<file path="config.mk">
export PLATFORM = sky130hd
export DESIGN_NAME = div_job_queue_flat
export DESIGN_NICKNAME = d
export VERILOG_FILES = /design/src/rtl/div_q_pkg.sv /design/src/rtl/div_job_queue_if.sv /design/src/rtl/sync_fifo.sv /design/src/rtl/div_job_queue.sv /design/src/flat_wrapper.sv
export SDC_FILE = /design/constraint.sdc
export NUM_CORES = 1
export LEC_CHECK = 0
export BUFFER_PORTS_ARGS = -buffer_cell sky130_fd_sc_hd__buf_2
export CORE_MARGIN = 2
export CORE_UTILIZATION = 40
export DETAILED_ROUTE_END_ITERATION = 7
export MAX_ROUTING_LAYER = met4
export SYNTH_ARGS = -nofsm -noshare
export SYNTH_HDL_FRONTEND = slang
export SYNTH_SLANG_ARGS = --single-unit
</file>
<file path="constraint.sdc">
create_clock -name clk -period 3.6 [get_ports clk]
set_clock_uncertainty 0.15 [all_clocks]
set_input_delay 0.54 -clock clk [delete_from_list [all_inputs] [get_ports clk]]
set_output_delay 0.54 -clock clk [all_outputs]
set_load 0.03 [all_outputs]
</file>
<file path="src/rtl/div_q_pkg.sv">
// div_q_pkg: shared constants and types for the divider job queue.
//   - seq_divider register offsets (the bus this block masters)
//   - host-side register offsets of div_job_queue
//   - STATUS bit positions
//   - engine FSM state encoding and the per-state divider bus drive
package div_q_pkg;

  // seq_divider register offsets
  localparam logic [7:0] DIV_INFO = 8'h00;
  localparam logic [7:0] DIV_END  = 8'h04;
  localparam logic [7:0] DIV_SOR  = 8'h08;
  localparam logic [7:0] DIV_QUO  = 8'h0C;
  localparam logic [7:0] DIV_REM  = 8'h10;

  // div_job_queue host register offsets
  localparam logic [7:0] REG_STATUS  = 8'h00;
  localparam logic [7:0] REG_JOB_END = 8'h04;
  localparam logic [7:0] REG_JOB_SOR = 8'h08;
  localparam logic [7:0] REG_RES_QUO = 8'h0C;
  localparam logic [7:0] REG_RES_REM = 8'h10;
  localparam logic [7:0] REG_RES_POP = 8'h14;
  localparam logic [7:0] REG_CTRL    = 8'h18;

  // STATUS bit positions
  localparam int ST_ACTIVE      = 0;
  localparam int ST_JOB_FULL    = 1;
  localparam int ST_RES_VALID   = 2;
  localparam int ST_JOB_OVF     = 3;
  localparam int ST_TIMEOUT     = 4;
  localparam int ST_JOB_CNT_LSB = 8;
  localparam int ST_RES_CNT_LSB = 12;

  typedef enum logic [2:0] {
    S_SYNC,
    S_IDLE,
    S_WR_END,
    S_WR_SOR,
    S_POLL,
    S_RD_QUO,
    S_RD_REM,
    S_PUSH
  } eng_state_t;

  typedef struct packed {
    logic [7:0]  address;
    logic [31:0] write_data;
    logic        we;
    logic        re;
  } div_bus_t;

  // Divider bus values to present while sitting in state st.
  // job_head is the job FIFO head: {dividend, divisor}.
  function automatic div_bus_t bus_for_state(input eng_state_t st, input logic [63:0] job_head);
    div_bus_t b;
    b.address    = DIV_INFO;
    b.write_data = '0;
    b.we         = 1'b0;
    b.re         = 1'b0;
    case (st)
      S_SYNC, S_POLL: b.re = 1'b1;
      S_WR_END: begin
        b.address    = DIV_END;
        b.write_data = job_head[63:32];
        b.we         = 1'b1;
      end
      S_WR_SOR: begin
        b.address    = DIV_SOR;
        b.write_data = job_head[31:0];
        b.we         = 1'b1;
      end
      S_RD_QUO: begin
        b.address = DIV_QUO;
        b.re      = 1'b1;
      end
      S_RD_REM: begin
        b.address = DIV_REM;
        b.re      = 1'b1;
      end
      default: ;
    endcase
    return b;
  endfunction

endpackage

</file>
<file path="src/rtl/div_job_queue_if.sv">
// div_job_queue_if: 8-bit-offset register bus shared by the host port and
// the seq_divider port.
//   address    : register offset        (master -> slave)
//   write_data : write data             (master -> slave)
//   we / re    : write / read strobes   (master -> slave)
//   read_data  : read data, combinational from address (slave -> master)
interface div_job_queue_if;
  logic [7:0]  address;
  logic [31:0] write_data;
  logic [31:0] read_data;
  logic        we;
  logic        re;

  modport master (
    output address,
    output write_data,
    output we,
    output re,
    input  read_data
  );

  modport slave (
    input  address,
    input  write_data,
    input  we,
    input  re,
    output read_data
  );
endinterface

</file>
<file path="src/rtl/sync_fifo.sv">
// sync_fifo: single-clock FIFO with show-ahead head output.
//   clk, rst : clock, synchronous active-high reset
//   push/din : write din when not full (dropped when full or flushing)
//   pop      : discard head when not empty (ignored when empty or flushing)
//   flush    : empty the FIFO; wins over push/pop in the same cycle
//   head     : current head entry (stale data when empty)
//   full/empty/count : derived from the registered occupancy
module sync_fifo #(
  parameter int WIDTH = 64,
  parameter int DEPTH = 4
) (
  input  logic                     clk,
  input  logic                     rst,
  input  logic                     push,
  input  logic                     pop,
  input  logic                     flush,
  input  logic [WIDTH-1:0]         din,
  output logic [WIDTH-1:0]         head,
  output logic                     full,
  output logic                     empty,
  output logic [$clog2(DEPTH):0]   count
);
  localparam int AW = $clog2(DEPTH);
  localparam logic [AW:0] FULL_COUNT = DEPTH[AW:0];

  logic [WIDTH-1:0] mem [DEPTH];
  logic [AW-1:0]    wr_ptr_reg;
  logic [AW-1:0]    rd_ptr_reg;
  logic [AW:0]      count_reg;
  logic             push_ok;
  logic             pop_ok;

  assign full    = (count_reg == FULL_COUNT);
  assign empty   = (count_reg == '0);
  assign count   = count_reg;
  assign head    = mem[rd_ptr_reg];
  // Full/empty come from the registered count, so a push while full is
  // dropped even if a pop happens in the same cycle.
  assign push_ok = push && !full && !flush;
  assign pop_ok  = pop && !empty && !flush;

  always_ff @(posedge clk) begin
    if (rst || flush) begin
      wr_ptr_reg <= '0;
      rd_ptr_reg <= '0;
      count_reg  <= '0;
    end else begin
      if (push_ok) wr_ptr_reg <= wr_ptr_reg + 1'b1;
      if (pop_ok)  rd_ptr_reg <= rd_ptr_reg + 1'b1;
      case ({push_ok, pop_ok})
        2'b10:   count_reg <= count_reg + 1'b1;
        2'b01:   count_reg <= count_reg - 1'b1;
        default: ;
      endcase
    end
  end

  // Storage is not reset; occupancy alone decides what is valid.
  always_ff @(posedge clk) begin
    if (push_ok) mem[wr_ptr_reg] <= din;
  end

endmodule

</file>
<file path="src/rtl/div_job_queue.sv">
// div_job_queue: job/result queueing front end for seq_divider.
//   clk, rst : clock, synchronous active-high reset
//   host     : slave register bus (STATUS, JOB_END, JOB_SOR, RES_QUO,
//              RES_REM, RES_POP, CTRL); read_data is combinational
//   div      : master register bus driving seq_divider
// The host stages a dividend, then pushes {dividend, divisor} with a JOB_SOR
// write. The engine FSM feeds each job to the divider (END, SOR, poll INFO,
// read QUO, REM) and queues {quotient, remainder} in the result FIFO.
module div_job_queue #(
  parameter int DEPTH      = 4,
  parameter int POLL_LIMIT = 48
) (
  input  logic            clk,
  input  logic            rst,
  div_job_queue_if.slave  host,
  div_job_queue_if.master div
);
  import div_q_pkg::*;

  localparam int CW  = $clog2(DEPTH) + 1;
  localparam int PCW = $clog2(POLL_LIMIT + 1);
  localparam logic [PCW-1:0] POLL_LAST = PCW'(POLL_LIMIT - 1);

  // Host-side state
  logic [31:0] end_stage_reg;
  logic        job_ovf_reg;
  logic        timeout_reg;

  // Engine state
  eng_state_t     state_reg;
  logic [PCW-1:0] poll_cnt_reg;
  logic [31:0]    quo_reg;
  logic [31:0]    rem_reg;
  logic           discard_reg;
  div_bus_t       bus_reg;

  // FIFO views
  logic [63:0]   job_head, res_head;
  logic          job_full, job_empty, res_full, res_empty;
  logic [CW-1:0] job_count, res_count;

  // Host decode
  logic stage_wr, job_push, res_pop, ctrl_wr, flush_req, clr_flags;
  assign stage_wr  = host.we && (host.address == REG_JOB_END);
  assign job_push  = host.we && (host.address == REG_JOB_SOR);
  assign res_pop   = host.we && (host.address == REG_RES_POP);
  assign ctrl_wr   = host.we && (host.address == REG_CTRL);
  assign flush_req = ctrl_wr && host.write_data[1];
  assign clr_flags = ctrl_wr && host.write_data[0];

  // Engine events
  logic busy, job_pop, res_push, timeout_hit, in_job;
  assign busy        = div.read_data[0];
  assign job_pop     = (state_reg == S_WR_SOR);
  assign res_push    = (state_reg == S_PUSH) && !discard_reg && !res_full;
  assign timeout_hit = (state_reg == S_POLL) && busy && (poll_cnt_reg == POLL_LAST);
  assign in_job      = (state_reg != S_SYNC) && (state_reg != S_IDLE);

  sync_fifo #(.WIDTH(64), .DEPTH(DEPTH)) u_job_fifo (
    .clk   (clk),
    .rst   (rst),
    .push  (job_push),
    .pop   (job_pop),
    .flush (flush_req),
    .din   ({end_stage_reg, host.write_data}),
    .head  (job_head),
    .full  (job_full),
    .empty (job_empty),
    .count (job_count)
  );

  sync_fifo #(.WIDTH(64), .DEPTH(DEPTH)) u_res_fifo (
    .clk   (clk),
    .rst   (rst),
    .push  (res_push),
    .pop   (res_pop),
    .flush (flush_req),
    .din   ({quo_reg, rem_reg}),
    .head  (res_head),
    .full  (res_full),
    .empty (res_empty),
    .count (res_count)
  );

  // Staged dividend and sticky flags. A set in the same cycle as a clear
  // wins, so an event is never lost to a concurrent clear.
  always_ff @(posedge clk) begin
    if (rst) begin
      end_stage_reg <= '0;
      job_ovf_reg   <= 1'b0;
      timeout_reg   <= 1'b0;
    end else begin
      if (stage_wr) end_stage_reg <= host.write_data;
      job_ovf_reg <= (job_ovf_reg && !clr_flags) || (job_push && job_full);
      timeout_reg <= (timeout_reg && !clr_flags) || timeout_hit;
    end
  end

  // Engine FSM. Divider bus outputs are registered: every transition loads
  // the bus value belonging to the state being entered. With WR_END at
  // cycle w, POLL starts at w+2 and the result FIFO is written at the end
  // of PUSH.
  always_ff @(posedge clk) begin
    if (rst) begin
      state_reg    <= S_SYNC;
      poll_cnt_reg <= '0;
      quo_reg      <= '0;
      rem_reg      <= '0;
      discard_reg  <= 1'b0;
      bus_reg      <= bus_for_state(S_SYNC, '0);
    end else begin
      case (state_reg)
        S_SYNC: begin
          // The divider may still be busy with a job we abandoned.
          if (!busy) begin
            state_reg <= S_IDLE;
            bus_reg   <= bus_for_state(S_IDLE, job_head);
          end
        end
        S_IDLE: begin
          if (!job_empty) begin
            state_reg   <= S_WR_END;
            bus_reg     <= bus_for_state(S_WR_END, job_head);
            discard_reg <= flush_req;
          end
        end
        S_WR_END: begin
          state_reg <= S_WR_SOR;
          bus_reg   <= bus_for_state(S_WR_SOR, job_head);
        end
        S_WR_SOR: begin
          state_reg    <= S_POLL;
          poll_cnt_reg <= '0;
          bus_reg      <= bus_for_state(S_POLL, job_head);
        end
        S_POLL: begin
          if (!busy) begin
            state_reg <= S_RD_QUO;
            bus_reg   <= bus_for_state(S_RD_QUO, job_head);
          end else if (timeout_hit) begin
            state_reg <= S_SYNC;
            bus_reg   <= bus_for_state(S_SYNC, job_head);
          end else begin
            poll_cnt_reg <= poll_cnt_reg + 1'b1;
          end
        end
        S_RD_QUO: begin
          quo_reg   <= div.read_data;
          state_reg <= S_RD_REM;
          bus_reg   <= bus_for_state(S_RD_REM, job_head);
        end
        S_RD_REM: begin
          rem_reg   <= div.read_data;
          state_reg <= S_PUSH;
          bus_reg   <= bus_for_state(S_PUSH, job_head);
        end
        S_PUSH: begin
          // A flushed job's result is dropped here instead of pushed.
          if (discard_reg || !res_full) begin
            state_reg <= S_IDLE;
            bus_reg   <= bus_for_state(S_IDLE, job_head);
          end
        end
        default: begin
          state_reg <= S_SYNC;
          bus_reg   <= bus_for_state(S_SYNC, job_head);
        end
      endcase
      // A flush while a job is in flight marks its result for discard.
      if (flush_req && in_job) discard_reg <= 1'b1;
    end
  end

  assign div.address    = bus_reg.address;
  assign div.write_data = bus_reg.write_data;
  assign div.we         = bus_reg.we;
  assign div.re         = bus_reg.re;

  // Host read mux; reads have no side effects.
  always_comb begin
    host.read_data = '0;
    case (host.address)
      REG_STATUS: begin
        host.read_data[ST_ACTIVE]               = (state_reg != S_IDLE);
        host.read_data[ST_JOB_FULL]             = job_full;
        host.read_data[ST_RES_VALID]            = !res_empty;
        host.read_data[ST_JOB_OVF]              = job_ovf_reg;
        host.read_data[ST_TIMEOUT]              = timeout_reg;
        host.read_data[ST_JOB_CNT_LSB +: 4]     = 4'(job_count);
        host.read_data[ST_RES_CNT_LSB +: 4]     = 4'(res_count);
      end
      REG_JOB_END: host.read_data = end_stage_reg;
      REG_RES_QUO: host.read_data = res_empty ? 32'h0 : res_head[63:32];
      REG_RES_REM: host.read_data = res_empty ? 32'h0 : res_head[31:0];
      default: ;
    endcase
  end

  logic unused_re;
  assign unused_re = host.re;

endmodule

</file>
<file path="src/flat_wrapper.sv">
// flat-port wrapper written by rule: the top's interface ports become plain ports
module div_job_queue_flat import div_q_pkg::*;
#(
  parameter int DEPTH      = 4,
  parameter int POLL_LIMIT = 48
)
  (clk, rst, host_address, host_write_data, host_we, host_re, host_read_data, div_address, div_write_data, div_we, div_re, div_read_data);
  div_job_queue_if host_i ();
  div_job_queue_if div_i ();
  input  logic clk;
  input  logic rst;
  input wire logic [$bits(host_i.address)-1:0] host_address;
  input wire logic [$bits(host_i.write_data)-1:0] host_write_data;
  input wire logic [$bits(host_i.we)-1:0] host_we;
  input wire logic [$bits(host_i.re)-1:0] host_re;
  output wire logic [$bits(host_i.read_data)-1:0] host_read_data;
  output wire logic [$bits(div_i.address)-1:0] div_address;
  output wire logic [$bits(div_i.write_data)-1:0] div_write_data;
  output wire logic [$bits(div_i.we)-1:0] div_we;
  output wire logic [$bits(div_i.re)-1:0] div_re;
  input wire logic [$bits(div_i.read_data)-1:0] div_read_data;
  assign host_i.address = host_address;
  assign host_i.write_data = host_write_data;
  assign host_i.we = host_we;
  assign host_i.re = host_re;
  assign host_read_data = host_i.read_data;
  assign div_address = div_i.address;
  assign div_write_data = div_i.write_data;
  assign div_we = div_i.we;
  assign div_re = div_i.re;
  assign div_i.read_data = div_read_data;
  div_job_queue #(.DEPTH(DEPTH), .POLL_LIMIT(POLL_LIMIT)) u_core (.clk(clk), .rst(rst), .host(host_i), .div(div_i));
endmodule
</file>
### Word-level counts from Yosys, hierarchy flattened

Memories as Yosys holds them, arrays and structs flattened. A register that Yosys moved wholly into a read port is not among the register bits.
Cells that the tools add are included.

| storage, ports and cells | value |
|---|---|
| RAM bits | 512 |
| output and inout port bits | 74 |
| flip-flop bits (word level) | 164 |
| memories | 2 |
| logic and storage cells | 137 |
| input bits | 76 |

Memories:

| memory | depth | width | rd ports | clocked after memory_dff | write ports | RTL line | source |
|---|---|---|---|---|---|---|---|
| u_core.u_job_fifo.mem | 4 | 64 | 1 | 1 | 1 | sync_fifo.sv:26 | `logic [WIDTH-1:0] mem [DEPTH];` |
| u_core.u_res_fifo.mem | 4 | 64 | 1 | 1 | 1 | sync_fifo.sv:26 |  |

| cells by class | value |
|---|---|
| add/subtract/negate cells | 9 |
| muxes and demuxes | 34 |
| reductions and logical operators | 46 |
| equal/unequal tests | 28 |

Operator list:

| operator | count |
|---|---|
| 42-bit case mux with 8 select lines | 1 |
| 42-bit two-way mux | 5 |
| 32-bit two-way mux | 2 |
| 16-bit case mux with 3 select lines | 1 |
| 8-bit case mux with 4 select lines | 1 |
| 8-bit by 5-bit == test with 1-bit output (second input constant) | 3 |
| 3-bit case mux with 8 select lines | 1 |
| 1-bit logical AND | 23 |
| 5-bit case mux with 4 select lines | 1 |
| 3-bit == test (second input constant) | 6 |
| 8-bit by 4-bit == test with 1-bit output (second input constant) | 2 |
| 3-bit two-way mux | 5 |
| 6-bit two-way mux | 2 |
| 2-bit != test (second input constant) | 6 |
| 3-bit case mux with 2 select lines | 2 |
| 6-bit case mux with 2 select lines | 1 |
| 3-bit logical NOT | 3 |
| 3-bit case mux with 3 select lines | 1 |
| 2-bit by 1-bit adder with 2-bit output (second input constant) | 4 |
| 8-bit by 3-bit == test with 1-bit output (second input constant) | 1 |
| 8-bit logical NOT | 1 |
| 2-bit two-way mux | 4 |
| 2-bit nonzero test | 4 |
| 1-bit logical NOT | 7 |
| other kinds (16) | 30 |

### Logic depth before layout (Yosys ltp)

| depth | value |
|---|---|
| word-level depth | 7 |
| gate-level depth with buffers | 12 |
| gate-level depth less buffers | 11 |

### Modules after synthesis

From an unflattened synthesis, not the netlist that was laid out.

| second synthesis, totals | value |
|---|---|
| cells, all modules | 1576 |
| area total of the unflattened synthesis | 25966.2 µm² |

Modules (own cells, without submodules):

| module | cells an instance | seq. area each (µm²) | instances | area an instance (µm²) |
|---|---|---|---|---|
| sync_fifo | 391 | 7867.5 | 2 | 9765.6 |
| div_job_queue | 794 | 2902.8 | 1 | 6434.9 |

### Least setup slack after synthesis

No wires, ideal clock.

| path | value |
|---|---|
| path type | input to register |
| start point | input host_address[2] |
| end point | memory u_core.u_job_fifo.mem[0][0], enable pin |
| stages | 5 |
| data required time | 3.021 ns |
| arrival time | 2.958 ns |
| library setup time | 0.429 ns |
| setup slack | 0.063 ns |
| path buffers | 1 |
| path through | buf_4 -> nor4b_1 -> nand3_1 -> nor2_1 -> and2_1 |

| on the way | value |
|---|---|
| cells in the longest elaborated chain, start to end | 7 |
| elaborated cells on any way between the ends | 10 |
| classes of those cells | eq/ne (2); mux (2); reduce/logical (6) |

Ends and longest elaborated chain:

| what | RTL line | source |
|---|---|---|
| start, declared | flat_wrapper.sv:12 | `input wire logic [$bits(host_i.address)-1:0] host_address;` |
| 8-bit by 5-bit == test with 1-bit output | div_job_queue.sv:47 | `assign ctrl_wr = host.we && (host.address == REG_CTRL);` |
| 1-bit logical AND | div_job_queue.sv:47 |  |
| 1-bit logical AND | div_job_queue.sv:48 | `assign flush_req = ctrl_wr && host.write_data[1];` |
| 1-bit logical NOT | sync_fifo.sv:39 | `assign push_ok = push && !full && !flush;` |
| 1-bit logical AND * | sync_fifo.sv:39 |  |
| 1-bit two-way mux * | sync_fifo.sv:60 | `if (push_ok) mem[wr_ptr_reg] <= din;` |
| 1-bit two-way mux (not written as such) * | sync_fifo.sv:60 |  |
| end, declared | sync_fifo.sv:26 |  |

Every way passes the cells marked *; elsewhere a longest branch is shown, timed or not.

==> results.toml <==
[power_and_ir_drop]
peakVddDrop_mv = 0.3391
leakagePower_nw = 9.981
finalPower_mw = 15.69
power_density_nw_per_um2 = 524.5

[logic_synthesis]
async_reset_ff_share_pct = 0
synth_area_um2 = 25760
synth_ff_type = "edfxtp_1"
synth_edf_count = 512
ys_ff_latch = 675
netlist.area_leader.share_pct = 59.69
synthCells = 1618
seq_area_frac_synth_pct = 72.36
netlist.top_cell.by_area = "edfxtp_1"
synth.area.top_cells = "edfxtp_1 (60%), dfxtp_1 (13%), mux4_2 (8.4%), nand2_1 (3.5%), a21oi_1 (2.9%)"
syn_avg_cell_area_um2 = 15.92
synth_warnings = 0
synth_cell_types = 67

[routing]
drcViolationCount = 0
wirelength_um = 58680
dr_total_vias = 14140
first_iter_violations = 1001
avgRoutedWirePerCell_um = 21.74
vias_per_cell = 5.239
dr.pass1.iters = 5
ant_nets = 0

[worst_setup_path]
r2r_start = "u_core.state_reg[2]"
cp_max_fo = 18
required_ns = 2.91
reg2regPathDepth = 10
start_kind = "flip-flop"
critPathTopFamily = "flip-flops"
reg2reg_slack_ns = 0.93
cp.arrival_ns = 2.73
cp_cell_sequence = "buf_12, mux4_2, a21oi_1, nor2_1, a221o_1, buf_2"
cp.buffers_inverters = 2
critical-path-max-stage-delay_ns = 0.58
reg2reg_to = "u_core.u_res_fifo.count[2]"
critPathSlowestCell = "dfxtp_4"
criticalPathCategory = "flip-flop to output pin"
critPathCaptureType = "output pin"

[floorplanning]
ios = 150
start_util_pct = 40.25
rows = 93
core_area_um2 = 64000
die_h_um = 257.8
fp.dieW_um = 257.8
dieArea_um2 = 66440

[clock_tree]
cts_sinks = 675
worstSkewPairLatency_ns = 0.59
post-cts-setup-buffer-count = 0
cts_resized = 0
clk_pin_slew_ns = 0.07
cts-root-buf = "clkbuf_16"
cts_tree = "built"
postCtsHoldBufs = 2
h-tree-depth = 3
numCtsBuffers = 67
clock_path_buffers = 3

[timing]
fmax_ghz = 0.2920
slew_viol_final = 0
max_slew_margin_pct = 27.28
rsz0062_at_grt = "no"
period_needed_ns = 3.425
setup_viol = 0
period_share_pct = 95.13
tightest_slew_ns = 1.091
final.setup.tns_ns = 0
hold_viol = 0
hold-worst-slack_ns = 0.02822

[grt]
grt_max_degree = 65
grt_overflow = 0
antenna_found_initial = 9
grt_pass1_vias = 14220
track_usage_pct = 18.26
grt_first_pass_wirelength_um = 89200

[final_layout]
postLayoutCoreUtil_pct = 46.75
drive_above_1_share_pct = 22.74
final_nets = 1873
syn2layout_area_growth_pct = 16.16
top_regs = "u_core.u_job_fifo.mem: 256 flops, u_core.u_res_fifo.mem: 256 flops"
fin_cells = 2699

[min_path]
hold_end = "u_core.u_job_fifo.mem[3][17]"
holdCritStartpoint = "host_write_data[17]"
whs_path_depth = 1
hold_path_class = "primary input to flip-flop"

[placed_design]
gp_congestion = 0.8207
dp_hpwl_um = 35390
dp.cells = 2566
numPortBuffers = 143

[job]
cap_violations = 0

[status]
outcome = "completed"
-- cell usage in the layout, fill, tap and decap left out, types with 4 or more instances in the layout --
master     count
xnor2_1        8
xor2_1         5
and3_1         5
conb_1         5
nor2b_1        6
bufinv_16      6
clkinv_1      12
nand2_1      243
o2bb2ai_1     32
buf_2        142
o21ai_0        7
clkbuf_1      14
diode_2       10
clkbuf_16     71
and2_2         4
a221o_1        6
o31ai_1        6
and3_2         4
dfxtp_1      159
or3_1          4
buf_12        15
ha_1          13
a22oi_1       27
mux4_2        96
inv_1         13
nor2_1        30
clkinv_2       8
clkbuf_8       6
mux2i_1       74
edfxtp_1     512
nand3_1       14
o22ai_1       35
a21oi_1      148
buf_4         34
-- cell type report --
| cell class | instances | area (um^2) |
|---|---|---|
| tap | 855 | 1070 |
| fill | 5558 | 34080 |
| clock buffer | 91 | 1912 |
| timing repair buffer | 193 | 1286 |
| sequential | 675 | 18650 |
| antenna | 10 | 25.02 |
| inverter | 14 | 52.55 |
| multi-input combinational | 831 | 6628 |
| clock inverter | 30 | 297.8 |
-- Yosys cell counts (3+ instances only) --
master	n
and2_1	7
o22ai_1	35
clkbuf_1	55
buf_4	10
xor2_1	5
a221o_1	6
a22oi_1	27
and3_1	9
mux4_2	96
buf_2	32
o31ai_1	6
nand2_1	243
dfxtp_1	163
nor4b_1	3
xnor2_1	8
o2bb2ai_1	32
or3_1	5
o21ai_0	7
nor2b_1	6
inv_1	13
a21oi_1	148
ha_1	13
mux2i_1	74
nor3_1	4
nand3_1	14
nand4_1	3
edfxtp_1	512
buf_6	4
nor2_1	31
-- per-layer routing --
| metal | routed length (um) | up-vias | global-route usage [%] |
|---|---|---|---|
| met5 | 0 | - | - |
| met4 | 875 | 0 | 4.785 |
| met3 | 3745 | 59 | 3.897 |
| met2 | 28510 | 331 | 29.06 |
| met1 | 25550 | 7184 | 23.93 |
| li1 | - | 6566 | - |
-- worst max path at each step --
| stage | startpoint | cells after the start | endpoint |
|---|---|---|---|
| after floorplan | host_address[2] | 5 | u_core.u_job_fifo.mem[0][0] |
| after global placement | host_address[5] | 7 | host_read_data[14] |
| after detailed placement | host_address[5] | 9 | u_core.u_res_fifo.count[1] |
| after CTS | flip-flop | 5 | host_read_data[11] |
| after global routing | flip-flop | 5 | host_read_data[11] |
| final | flip-flop | 6 | host_read_data[9] |
-- per-stage QoR --
stage          instance area [um^2]  setup slack (ns)
2_1_floorplan                 25770           0.06292
3_3_place_gp                  27660            0.4558
3_5_place_dp                  27660            0.4342
4_1_cts                       29890           0.08965
5_1_grt                       29920           0.02238
6_report                      29920            0.1751
-- cells by family (layout without fill, tap and decap cells) --
kind of cell	after synthesis	in the layout	synth area share [%]
simple gates	350	350	6.198
buf+inv	116	328	2.108
fa+ha+maj	15	15	0.7870
flops	675	675	72.36
compound gates	277	277	6.776
mux	171	171	11.31
other cells	1	15	0.01456
xor+xnor	13	13	0.4421
-- where the power goes --
part | total, mW | internal (mW) | leakage (nW) | switching [mW]
logic | 0.398 | 0.113 | 2.58 | 0.285
registers | 8.32 | 8.31 | 6.32 | 0.0180
clock network | 6.97 | 4.15 | 1.08 | 2.82
(Power assumes the default switching activity.)
